**config.mk**
```make
export PLATFORM = sky130hd
export DESIGN_NAME = factorial
export DESIGN_NICKNAME = d
export VERILOG_FILES = /design/src/rtl/fact_pkg.sv /design/src/rtl/fact_mul.sv /design/src/rtl/factorial.sv
export SDC_FILE = /design/constraint.sdc
export NUM_CORES = 1
export LEC_CHECK = 0
export CORE_UTILIZATION = 30
export CTS_CLUSTER_DIAMETER = 150
export DETAILED_ROUTE_END_ITERATION = 8
export SLEW_MARGIN = 20
export SYNTH_ARGS = -nofsm -noshare
export SYNTH_HDL_FRONTEND = slang
export SYNTH_SLANG_ARGS = --single-unit
```
**constraint.sdc**
```tcl
create_clock -name clk -period 6.2 [get_ports clk]
set_input_delay 1.86 -clock clk [delete_from_list [all_inputs] [get_ports clk]]
set_output_delay 1.86 -clock clk [all_outputs]
set_load 0.02 [all_outputs]
```
**src/rtl/fact_pkg.sv**
```systemverilog
// Shared definitions for the iterative factorial engine: widths, overflow bound
// and the control FSM state encoding.
package fact_pkg;

  localparam int IN_W  = 4;
  localparam int OUT_W = 32;
  localparam int MAX_N = 12;

  typedef enum logic [1:0] {
    IDLE = 2'b00,
    LOAD = 2'b01,
    MULT = 2'b10,
    DONE = 2'b11
  } state_e;

endpackage

```
**src/rtl/fact_mul.sv**
```systemverilog
// Combinational accumulator-by-operand multiply; only the low OUT_W product bits
// are kept, so overflowing factorials wrap modulo 2^OUT_W.
module fact_mul
  import fact_pkg::*;
(
  input  logic [OUT_W-1:0] a_i,
  input  logic [IN_W-1:0]  b_i,
  output logic [OUT_W-1:0] p_o
);

  assign p_o = a_i * OUT_W'(b_i);

endmodule

```
**src/rtl/factorial.sv**
```systemverilog
// Iterative factorial engine: latches n on start, multiplies the accumulator down
// from n to 2, then presents n! on result with a one-cycle Done strobe.
module factorial
  import fact_pkg::*;
(
  input  logic             clk,
  input  logic             rst,
  input  logic             go,
  input  logic [IN_W-1:0]  in,
  output logic             Done,
  output logic             Error,
  output logic [1:0]       CS,
  output logic [OUT_W-1:0] result
);

  localparam logic [IN_W-1:0]  MAX_N_V = IN_W'(MAX_N);
  localparam logic [IN_W-1:0]  ONE_N   = IN_W'(1);
  localparam logic [OUT_W-1:0] ONE_ACC = OUT_W'(1);

  state_e           state_q, state_d;
  logic [IN_W-1:0]  cnt_q, cnt_d;
  logic [OUT_W-1:0] acc_q, acc_d;
  logic [OUT_W-1:0] result_q, result_d;
  logic             err_q, err_d;
  logic [OUT_W-1:0] prod;

  fact_mul u_mul (
    .a_i (acc_q),
    .b_i (cnt_q),
    .p_o (prod)
  );

  always_ff @(posedge clk or negedge rst) begin
    if (!rst) state_q <= IDLE;
    else      state_q <= state_d;
  end

  always_comb begin
    state_d = state_q;
    case (state_q)
      IDLE:    if (go) state_d = LOAD;
      LOAD:    state_d = MULT;
      MULT:    if (cnt_q <= ONE_N) state_d = DONE;
      DONE:    state_d = IDLE;
      default: state_d = IDLE;
    endcase
  end

  always_comb begin
    Done = (state_q == DONE);
    CS   = state_q;
  end

  // Datapath: cnt counts down to 1 while acc accumulates the running product.
  always_comb begin
    cnt_d    = cnt_q;
    acc_d    = acc_q;
    result_d = result_q;
    err_d    = err_q;
    case (state_q)
      LOAD: begin
        cnt_d = in;
        acc_d = ONE_ACC;
        err_d = (in > MAX_N_V);
      end
      MULT: begin
        if (cnt_q > ONE_N) begin
          acc_d = prod;
          cnt_d = cnt_q - ONE_N;
        end else begin
          result_d = acc_q;
        end
      end
      default: ;
    endcase
  end

  always_ff @(posedge clk or negedge rst) begin
    if (!rst) begin
      cnt_q    <= '0;
      acc_q    <= ONE_ACC;
      result_q <= '0;
      err_q    <= 1'b0;
    end else begin
      cnt_q    <= cnt_d;
      acc_q    <= acc_d;
      result_q <= result_d;
      err_q    <= err_d;
    end
  end

  assign result = result_q;
  assign Error  = err_q;

endmodule

```
# Yosys cells after proc, flatten, opt, wreduce, memory -nomap -nowiden
# Cells that the tools add are included.
[totals] ff_bits=71 latchBits=0 mem_bits_rw=0 mem_bits_ro=0 input_bits=7 out_inout_bits=36 wordCells=29 mem_count=0
[op_classes] addsub=1 multipliers=1 n_div=0 n_lt_le_gt_ge=3 eq_ne=6 shift=0 n_mux=7 bitwise_logic=1 reduce_logical=5
[op_table] operator="$pmux W32 S2" n=1
[op_table] operator="$mul A32 B4 Y32" n=1
[op_table] operator="$mux W32" n=1
[op_table] operator="$pmux W2 S4" n=1
[op_table] operator="$pmux W4 S2" n=1
[op_table] operator="$ne A2 B2 Y1 const B" n=3
[op_table] operator="$reduce_and A2 Y1" n=3
[op_table] operator="$eq A2 B2 Y1 const B" n=2
[op_table] operator="$gt A4 B1 Y1 const B" n=1
[op_table] operator="$gt A4 B4 Y1 const B" n=1
[op_table] operator="$le A4 B1 Y1 const B" n=1
[op_table] operator="$mux W2" n=2
[op_table] operator="$mux W4" n=1
[op_table] operator="$sub A4 B1 Y4 const B" n=1
[op_table] operator="$eq A2 B1 Y1 const B" n=1
[op_table] operator="$logic_not A2 Y1" n=1
[op_table] operator="$reduce_bool A2 Y1" n=1
[op_table] operator="$not A1 Y1" n=1

# Depth between registers and ports, before layout
[logic_depth] depth_word=3 depth_mapped=17 mapped_depth_nobuf=13

# Cells and area by module
# A second synthesis with hierarchy kept.
[hier_totals] hier_cells=760 area_unflattened_um2=7013.0
[modules_own_cells] module="fact_mul" instances=1 cells_per_inst=565 area_per_inst_um2=4141.5 seq_area_each_um2=0.0
[modules_own_cells] module="factorial" instances=1 cells_per_inst=195 area_per_inst_um2=2871.5 seq_area_each_um2=1778.0

# Worst setup path before layout
# OpenSTA, ideal clock, no wires.
[synth_path] kind="register to register" start="register cnt_q[2]" end="register acc_q[22]" setup_ns=0.124 t_arrival_ns=3.753 required_ns=6.076 slack_ns=2.323 stages_incl_launch_ff=14 n_path_buf=2 synth_period_minus_slack_ns=3.877 cell_sequence="dfrtp_1 -> clkbuf_1 -> clkbuf_1 -> nand2_1 -> fa_1 -> fa_1 -> inv_1 -> fa_1 -> a21o_1 -> a21oi_2 -> o21ai_1 -> a311o_1 -> a31o_4 -> a211o_1"
[synth_between] elab_chain_len=3 word_cells_on_any_way=6 cone_classes="mul: 1; order compare: 1; eq/ne: 1; mux: 2; reduce/logical: 1"
[synth_rtl] item="start: declaration" line="factorial.sv:21" rtl="logic [IN_W-1:0] cnt_q, cnt_d;"
[synth_rtl] item="start signal: assignment" line="factorial.sv:85" rtl="cnt_q <= cnt_d;"
[synth_rtl] item="$mul A32 B4 Y32 or $gt A4 B1 Y1 (tied branches)" line="fact_mul.sv:11, factorial.sv:67"
[synth_rtl] item="$mux W32 or $ne A2 B2 Y1 (tied branches)"
[synth_rtl] item="$pmux W32 S2 or $reduce_and A2 Y1 (tied branches)"
[synth_rtl] item="end signal: assignment" line="factorial.sv:81" rtl="acc_q <= ONE_ACC;"
[synth_rtl] item="end signal: assignment" line="factorial.sv:86" rtl="acc_q <= acc_d;"
[synth_rtl] item="end: declaration" line="factorial.sv:22" rtl="logic [OUT_W-1:0] acc_q, acc_d;"
# Parallel ways exist; a longest one is shown, timed or not. The select of a mux whose other input is x is not followed.
# A chain may end at the register's enable or synchronous reset.

# Worst setup path in the final report
[layout_path] start="register cnt_q[3]" end="register acc_q[22]"
# Same word-level chain as after synthesis.

==> flow_summary_export.csv <==
group,metric,value,unit
drt,vias,5289,
synth,synth_ff_type,"dfrtp_1",
timing,worst_slew_pin_slew,1000,ps
synth,synth_most_common_cell,"inv_1",
clocking,htreeDepth,3,
timing,clock_skew,12.0,ps
synth,async_reset_ff_share,100,%
synth,synthCells,760,
hold_path,hold_class,"reg2reg",
grt,track_usage,15.1,%
clocking,cts.clk_slew.worst_paths,70,ps
grt,antenna_found_initial,0,
drt,final_antenna_net_count,0,
flow_run,drv_cap,0,
critical_path,cp.required,6440,ps
drt,vias_per_cell,4.96,
synth,synthTopCellsByArea,"dfrtp_1 (26%), fa_1 (17%), and2_1 (8.1%)",
timing,max_clock_freq,0.228,GHz
die,die_x,153,um
synth,yosysTopAreaCell,"dfrtp_1",
synth,synth_area,6830,um2
finish,antenna_cells,0,
grt,grt_first_pass_wirelength,28.4,mm
drt,drtIter0Drc,287,
critical_path,criticalPathCategory,"reg2reg",
placement,pre_cts_ws,1800,ps
synth,yosysWarnings,0,
synth,ys_ff_latch,71,
finish,area_growth,15.1,%
drt,avgRoutedWirePerCell,15.3,um
clocking,post_cts_buffers,0,
timing,period_needed,4380,ps
timing,hold_viol_final,0,
synth,yosysSeqAreaShare,26.0,%
timing,slew_viol_final,0,
critical_path,reg2reg_from,"cnt_q[3]$_DFFE_PN0P_",
synth,synth_cell_types,62,
placement,portBuffers,42,
timing,period_share,70.6,%
critical_path,r2r-end,"acc_q[22]$_DFFE_PN0P_",
clocking,cts-root-buf,"clkbuf_16",
critical_path,reg2reg_slack,1820,ps
critical_path,cp_data_arrival_time,4620,ps
clocking,holdBufCountCts,0,
clocking,clock_latency,360,ps
timing,rsz0062_at_grt,"no",
drt,firstDrtPassIters,5,
clocking,clockBufferDepth,2,
clocking,cts_resized,0,
synth,synth-edff-count,0,
die,initial_core_util,30.9,%
synth,synth.avg_cell_area,8.99,um2
synth,synth_top_cell_area_share,25.6,%
timing,slew-limit-headroom,33.1,%
die,die-area,23400,um2
hold_path,min_from,"result[8]$_DFFE_PN0P_",
grt,grt.overflow.total,0,
finish,fin_area,7870,um2
power_and_ir_drop,vdd_ir_drop_max,0.000162,V
placement,dp_hpwl,11.6,mm
placement,place_area,7510,um2
timing,setup_tns,0,ps
hold_path,holdPathStages,1,
critical_path,start_kind,"flip-flop",
drt,wl,16.3,mm
die,die_h,153,um
drt,drc,0,
power_and_ir_drop,cellPowerDensity,411,nW/um2
hold_path,whs_endpoint,"result[8]$_DFFE_PN0P_",
power_and_ir_drop,power_leakage,3.87,nW
die,io_pins,43,
die,core,22100,um2
clocking,cts_tree,"yes",
synth,synthesis.nets,862,
clocking,cts_buffers,9,
drt,dr_wl_met2,7.59,mm
run_status,status,"finished clean",
clocking,cts_sinks,71,
placement,gp_congestion,0.875,
grt,grt_pass1_vias,5544,
critical_path,crit_fanout,33,
grt,grt_max_degree,72,
synth,synth_common_cells,"inv_1 (120), and2_1 (89), nand2_1 (75), dfrtp_1 (70), fa_1 (57)",
critical_path,end_kind,"flip-flop",
critical_path,r2r_cells,11,
drt,wirelength_met1,7.86,mm
timing,layout_setup_ws,1820,ps
timing,setup-violations-final,0,
drt,top_layer,"met4",
finish,nNetsFinal,884,
die,rows,54,
drt,wl_met3,660,um
finish,drive_gt1_share,8.89,%
## metal layers
| metal | track usage, % | up-vias |
|---|---|---|
| met5 | 0 | - |
| met4 | 4.09 | 0 |
| met3 | 2.55 | 18 |
| met2 | 24.8 | 98 |
| met1 | 20.4 | 2616 |
| li1 | - | 2557 |
## per-stage QoR
step | hold WS (ps) | power, mW | cells | util (%)
floorplan | 490 | 2.02 | 760 | -
global placement | 492 | 2.60 | 1050 | 34.0
detailed placement | 498 | 2.63 | 1050 | 34.0
CTS | 512 | 3.26 | 1066 | 35.5
global route | 533 | 3.51 | 1067 | 35.6
finish | 506 | 3.23 | 1067 | 35.6
## cell families (layout without fill, tap and decap cells)
family	Yosys count	in the layout	synth area share, %
and+or+nand+nor	244	244	18.9
buffers and inverters	157	184	8.81
AOI/OAI and AO/OA	137	137	14.0
adders and majority gates	95	95	23.7
DFF	71	71	26.0
muxes	37	37	6.02
xor gates and xnor gates	19	19	2.64
## worst max path at each step
stage,slack [ps],from,end,depth (start not counted)
global placement,1860,cnt_q[3]$_DFFE_PN0P_,acc_q[22]$_DFFE_PN0P_,11
finish,1820,cnt_q[3]$_DFFE_PN0P_,acc_q[22]$_DFFE_PN0P_,11
floorplan,2320,cnt_q[2]$_DFFE_PN0P_,acc_q[22]$_DFFE_PN0P_,13
detailed placement,1800,cnt_q[3]$_DFFE_PN0P_,acc_q[22]$_DFFE_PN0P_,11
global route,1550,cnt_q[3]$_DFFE_PN0P_,acc_q[18]$_DFFE_PN0P_,12
CTS,1790,cnt_q[3]$_DFFE_PN0P_,acc_q[22]$_DFFE_PN0P_,11
## placed cells by master, fill, tap and decap left out, types with 15 or more instances in the layout
master	instances
inv_1	120
and2_1	89
nand2_1	75
dfrtp_1	70
fa_1	57
clkdlybuf4s50_1	41
ha_1	38
mux2_2	33
a21oi_1	30
nor2_1	21
o21ai_0	20
a21o_1	18
nand3_1	15
## flip-flops by register name, summed over array words and instances, names as in the netlist
name    cells
cnt_q       4
acc_q      32
result     32
Error       1
CS          2
## critical path, cell delays in order, from the launching register on
cell and delay, ps:
dfrtp_1 1000, nand2_1 180, fa_1 550, fa_1 540
inv_1 60, fa_1 450, a21o_1 180, a21oi_2 220
o21ai_1 150, a311o_1 390, a31o_4 280, a211o_1 260
## where the power goes
group	internal, mW	switching [mW]
sequential	0.635	0.196
combinational	0.697	1.08
clock	0.395	0.230
total	1.73	1.51
## final cells by class
type                            instances  area (um2)
Multi-Input combinational cell        532        4470
Clock inverter                          7         120
Timing Repair Buffer                   48         467
Inverter                              120         450
Fill cell                            2233       14200
Clock buffer                            9         225
Tap cell                              280         350
Sequential cell                        71        1780
Note: power is estimated with default switching activity, not from simulation.
